==> config.mk <==
export PLATFORM = sky130hd
export DESIGN_NAME = prog_loader
export DESIGN_NICKNAME = d
export VERILOG_FILES = /design/src/rtl/prog_loader.sv
export SDC_FILE = /design/constraint.sdc
export NUM_CORES = 2
export LEC_CHECK = 0
export ABC_AREA = 1
export BUFFER_PORTS_ARGS = -buffer_cell sky130_fd_sc_hd__buf_2
export CORE_UTILIZATION = 39
export CTS_CLUSTER_DIAMETER = 50
export DETAILED_ROUTE_END_ITERATION = 10
export SYNTH_ARGS = -nofsm -noshare
export SYNTH_HDL_FRONTEND = slang
export SYNTH_SLANG_ARGS = --single-unit
==> constraint.sdc <==
create_clock -name clk -period 5.5 [get_ports clk]
set_input_delay 1.1 -clock clk [delete_from_list [all_inputs] [get_ports clk]]
set_output_delay 1.1 -clock clk [all_outputs]
set_load 0.02 [all_outputs]
==> src/rtl/prog_loader.sv <==
// -----------------------------------------------------------------------------
// prog_loader
//
// Program loader and instruction memory for the 16-bit toy core. It takes a
// byte stream over a valid/ready handshake, packs byte pairs into 16-bit
// instruction words and writes them into the instruction memory. The core's
// fetch port reads that memory with one cycle of latency. The core is held in
// reset until a complete program has been loaded.
//
// Stream format: count byte N (0 means 256), then N words, each sent low byte
// first and high byte second. Optionally, a trailing XOR checksum byte follows.
//
// Word layout: [15:12] register select, [11:8] opcode, [7:0] immediate.
//
// Optional feature:
//   LOADER_CHECKSUM_EN - when defined, the stream carries a trailing XOR
//   checksum byte. A mismatch parks the loader in an error state with the
//   core held in reset. When undefined, err is constant 0.
//
// Ports:
//   clk           clock; all logic is on the rising edge
//   rst           synchronous active-high reset; aborts any load in progress
//   start         one-cycle pulse; restarts a load from DONE or ERR
//   in_valid      stream byte valid
//   in_data       stream byte
//   in_ready      loader accepts a byte this cycle
//   rd_addr       core fetch address
//   rd_data       word at rd_addr, registered (1-cycle latency)
//   core_rst      hold the core in reset (high unless DONE)
//   busy          load in progress
//   done          program loaded, core released
//   err           checksum mismatch
//   words_loaded  words written in the current load
// -----------------------------------------------------------------------------
module prog_loader #(
  parameter int DEPTH = 256  // address width is fixed at 8 bits
) (
  input  logic        clk,
  input  logic        rst,
  input  logic        start,
  input  logic        in_valid,
  input  logic [7:0]  in_data,
  output logic        in_ready,
  input  logic [7:0]  rd_addr,
  output logic [15:0] rd_data,
  output logic        core_rst,
  output logic        busy,
  output logic        done,
  output logic        err,
  output logic [8:0]  words_loaded
);

  typedef enum logic [2:0] {
    S_CNT,
    S_LO,
    S_HI,
`ifdef LOADER_CHECKSUM_EN
    S_CSUM,
    S_ERR,
`endif
    S_DONE
  } state_t;

  // All status outputs are registered together with the state.
  typedef struct packed {
    logic ready;
    logic busy;
    logic core_rst;
    logic done;
    logic err;
  } flags_t;

  function automatic flags_t flags_of(input state_t s);
    flags_t f;
    f = '0;
    case (s)
      S_CNT, S_LO, S_HI: begin
        f.ready    = 1'b1;
        f.busy     = 1'b1;
        f.core_rst = 1'b1;
      end
`ifdef LOADER_CHECKSUM_EN
      S_CSUM: begin
        f.ready    = 1'b1;
        f.busy     = 1'b1;
        f.core_rst = 1'b1;
      end
      S_ERR: begin
        f.core_rst = 1'b1;
        f.err      = 1'b1;
      end
`endif
      S_DONE:  f.done     = 1'b1;
      default: f.core_rst = 1'b1;
    endcase
    return f;
  endfunction

  state_t      state;
  flags_t      flags;
  logic [7:0]  wr_ptr;
  logic [7:0]  lo_byte;
  logic [8:0]  target;
`ifdef LOADER_CHECKSUM_EN
  logic [7:0]  csum;
`endif

  logic [15:0] mem [DEPTH];

  logic accept;
  logic wr_en;

  assign accept = in_valid && flags.ready;
  assign wr_en  = accept && (state == S_HI);

  assign in_ready = flags.ready;
  assign busy     = flags.busy;
  assign core_rst = flags.core_rst;
  assign done     = flags.done;
  assign err      = flags.err;

  // Every transition updates state and the matching output flags together,
  // so the outputs change on the same edge as the state.
  // NOTE: sequential state uses non-blocking assignments so every register
  // samples the pre-edge values of the others, regardless of statement order.
  always_ff @(posedge clk) begin
    if (rst) begin
      state        <= S_CNT;
      flags        <= flags_of(S_CNT);
      wr_ptr       <= 8'd0;
      words_loaded <= 9'd0;
      lo_byte      <= 8'd0;
      target       <= 9'd0;
`ifdef LOADER_CHECKSUM_EN
      csum         <= 8'd0;
`endif
    end else begin
      case (state)
        S_CNT: if (accept) begin
          // A count byte of 0 encodes a full 256-word program.
          target       <= (in_data == 8'd0) ? 9'd256 : {1'b0, in_data};
          wr_ptr       <= 8'd0;
          words_loaded <= 9'd0;
`ifdef LOADER_CHECKSUM_EN
          csum         <= 8'd0;
`endif
          state        <= S_LO;
          flags        <= flags_of(S_LO);
        end

        S_LO: if (accept) begin
          lo_byte <= in_data;
`ifdef LOADER_CHECKSUM_EN
          csum    <= csum ^ in_data;
`endif
          state   <= S_HI;
          flags   <= flags_of(S_HI);
        end

        S_HI: if (accept) begin
          // wr_ptr wraps to 0 only after the 256th word, when the load ends.
          wr_ptr       <= wr_ptr + 8'd1;
          words_loaded <= words_loaded + 9'd1;
`ifdef LOADER_CHECKSUM_EN
          csum         <= csum ^ in_data;
`endif
          if (words_loaded + 9'd1 == target) begin
`ifdef LOADER_CHECKSUM_EN
            state <= S_CSUM;
            flags <= flags_of(S_CSUM);
`else
            state <= S_DONE;
            flags <= flags_of(S_DONE);
`endif
          end else begin
            state <= S_LO;
            flags <= flags_of(S_LO);
          end
        end

`ifdef LOADER_CHECKSUM_EN
        S_CSUM: if (accept) begin
          if (in_data == csum) begin
            state <= S_DONE;
            flags <= flags_of(S_DONE);
          end else begin
            state <= S_ERR;
            flags <= flags_of(S_ERR);
          end
        end

        S_ERR: if (start) begin
          state <= S_CNT;
          flags <= flags_of(S_CNT);
        end
`endif

        S_DONE: if (start) begin
          state <= S_CNT;
          flags <= flags_of(S_CNT);
        end

        default: begin
          state <= S_CNT;
          flags <= flags_of(S_CNT);
        end
      endcase
    end
  end

  // NOTE: the memory array has no reset; a program survives rst and start,
  // and only words actually written by a load change.
  always_ff @(posedge clk) begin
    if (wr_en) mem[wr_ptr] <= {in_data, lo_byte};
  end

  // A read in the same cycle as a write to that address returns the old word.
  always_ff @(posedge clk) begin
    if (rst) rd_data <= 16'd0;
    else     rd_data <= mem[rd_addr];
  end

endmodule
==> impl_results.md <==
- Post-Syn Nets: between 10,000 and 15,000
- IO Port Bufs: 48
- Die width: roughly 660 um
- Clock skew: 44.2 ps
- DRT iter0 DRCs: 14,800
- Synth top area cells: edfxtp_1 73%, nand3_1 12%, nand2_1 9.3%, buf_2 1.5%, nor2_1 1.0%
- Synth Register Bits: 4,150
- Worst IR Drop VDD: 0.000312 V
- First-pass GRT wire length: 719 mm
- Drt wl/cell: ~25 um
- Count leader, synth: nand2_1
- Post-Syn Area: roughly 170,000 um^2
- Clock Sinks: roughly 4,200
- Nature of the critical path endpoint: flop
- Slew headroom: 0.115
- GRT Total Usage: 0.222
- Nets: 14,000
- Final Setup Violations: 0
- CTS tree: built
- Post-layout util: 0.444
- M2 GR Usage: 0.346
- Max-Cap Viols: 0
- P_leak: 67.3 nW
- Synth top area share: 0.732
- Initial antenna violation count: 15
- Detailed-route wire length: 494 mm
- Grt met3 use: 0.0279
- Sequential area share after synthesis: 0.739
- Post-DP HPWL: 273 mm
- # Post-CTS Setup Buffers: 0
- RSZ-0062 raised after global routing: false
- Layout cells sized above 1: 0.0890
- Hold Buf Count CTS: 0
- Die ar.: 433,000 um^2
- Commonest cells post-synth: 4,171 x nand2_1, 4,096 x edfxtp_1, 3,868 x nand3_1
- Post-Syn Instances: 13,900
- Clk_lat worst skew: between 900 and 1000 ps
- Synth Warn #: 0
- First-pass DRT Iterations: 6
- Number of synthesized flops with an enable pin: 4,096
- Tightest Pin Transition: roughly 1300 ps
- Layout area overhead: 13.2%
- Total gr overflow: 0
- Total power: about 69 mW
- Avg Inst Size Synth: 12.1 um^2
- Row Count: 240
- Vias: 110,000
- Fin Setup TNS: 0 ps
- Die Y: 658 um
- Synth area leader: edfxtp_1
- Asr flop ratio synth: 0
- Final Hold Viols: 0
- CTS buffer count: 449
- H-tree Lvls: 5
- Max Clock Freq: 244 MHz
- Vias/cell: between 5 and 6
- Max-slew violation count: 0
- FILL cells: 38,300
- CTS Buffer Depth: 4
- Status: completed
- Worst Path Arrival: 4960 ps
- Prevailing post-synth register cell: edfxtp_1
- Vias in the first global route: 103,000
- Initial core utilization: 0.392
- CTS Root Cell: clkbuf_16
- CTS clk-pin slew, worst paths: 60 ps
- Top Ports: 50
- Pwr per Cell Area: 365 nW/um^2
- Antenna viol nets, final: 0
- Largest net degree at the start of global routing: 197
- Yosys cell types: 35
- WS Path Type: in -> reg
- Core Region: roughly 430,000 um^2
- Tmin final: 4100 ps
- GRT met1 Usage: 0.320
- Cells resized by post-CTS repair: 0
- Busiest grt layer: met2
- Crit path max fanout: 183
- CP Launch Type: primary input
- DRC Markers: 0
- Final worst-path cycle share: 0.745
- RePlAce Congestion: 0.874
- Worst endpoint required time: between 6000 and 7000 ps
- Hold Path Class: in -> reg
-- critical path, stage by stage --
cell	delay, ps
buf_12	340
clkinv_16	470
buf_12	400
buf_12	280
nand2_1	200
nand3_1	100
nand3_1	100
nand3_1	140
nand3_1	170
nand3_1	360
nand3_1	430
nand3_1	170
nand2_1	180
nor2_1	80
-- registers in the layout, indices dropped and copies added (netlist names) --
name	count
rd_data	16
busy	1
target	9
state	2
wr_ptr	8
words_loaded	9
lo_byte	8
mem	4096
done	1
-- logic make-up after synthesis --
| kind of cell | Yosys count | share of synthesized area |
|---|---|---|
| simple gates | 8521 | 0.220 |
| flops | 4150 | 0.739 |
| buf+inv | 1013 | 0.0350 |
| compound gates | 182 | 0.00575 |
| xor+xnor | 9 | 0.000469 |
| fa+ha+maj | 5 | 0.000373 |
| other cells | 1 | 0.0000223 |
| mux | 1 | 0.0000596 |
-- where the power goes --
| group | total [mW] | internal [mW] | leakage, nW | switching, mW |
|---|---|---|---|---|
| Sequential | 34.9 | 34.8 | 39.6 | 0.0874 |
| Clock | 30.5 | 17.9 | 7.23 | 12.6 |
| Combinational | 3.93 | 0.913 | 20.4 | 3.02 |
| Total | 69.3 | 53.6 | 67.3 | 15.7 |
-- cells in the final DEF (no fill, tap or decap), types with 54 or more instances in the layout --
cell and instances:
a21oi_1 59, buf_12 92, buf_4 442, bufinv_16 54
clkbuf_1 85, clkbuf_16 458, clkinv_1 92, clkinv_2 63
edfxtp_1 4096, inv_1 57, nand2_1 4155, nand3_1 3868
nor2_1 454, o21ai_0 84
-- per-stage QoR --
| step | cells | cell area [um^2] | setup WS [ps] | hold slack, ps |
|---|---|---|---|---|
| final | 20000 | 190000 | 1400 | 458 |
| after global routing | 20000 | 190000 | 1310 | 476 |
| after CTS | 20000 | 190000 | 1510 | 395 |
| after detailed placement | 19200 | 175000 | 476 | 476 |
| after global placement | 19200 | 175000 | 406 | 471 |
| after floorplan | 13900 | 168000 | 1250 | 453 |
-- per-layer routing --
layer	part of all wire	vias up
met1	0.42	54700
met3	0.087	792
met4	0.037	0
li1	-	49700
met2	0.46	5162
met5	0	-
-- path summary, 6_finish.rpt --
kind,slack (ps),startpoint,endpoint,cells past startpoint
setup / recovery,1400,rd_addr[0],rd_data[0],14
hold / removal,460,start,busy,4
setup reg to reg,1460,state[1],mem[215][1],8
hold reg to reg,480,words_loaded[6],words_loaded[6],2
-- cell type report --
type / instances / area (um^2) / area share
antenna: 9 / 22.5 / 0.000119
clock buffer: 551 / 11900 / 0.0626
clock inverter: 277 / 3050 / 0.0161
inverter: 65 / 299 / 0.00157
multi-input combinational: 8719 / 38100 / 0.200
sequential: 4150 / 124000 / 0.653
tap: 5687 / 7120 / 0.0374
timing repair buffer: 580 / 5510 / 0.0290
Note: power is estimated with default switching activity, not from simulation.
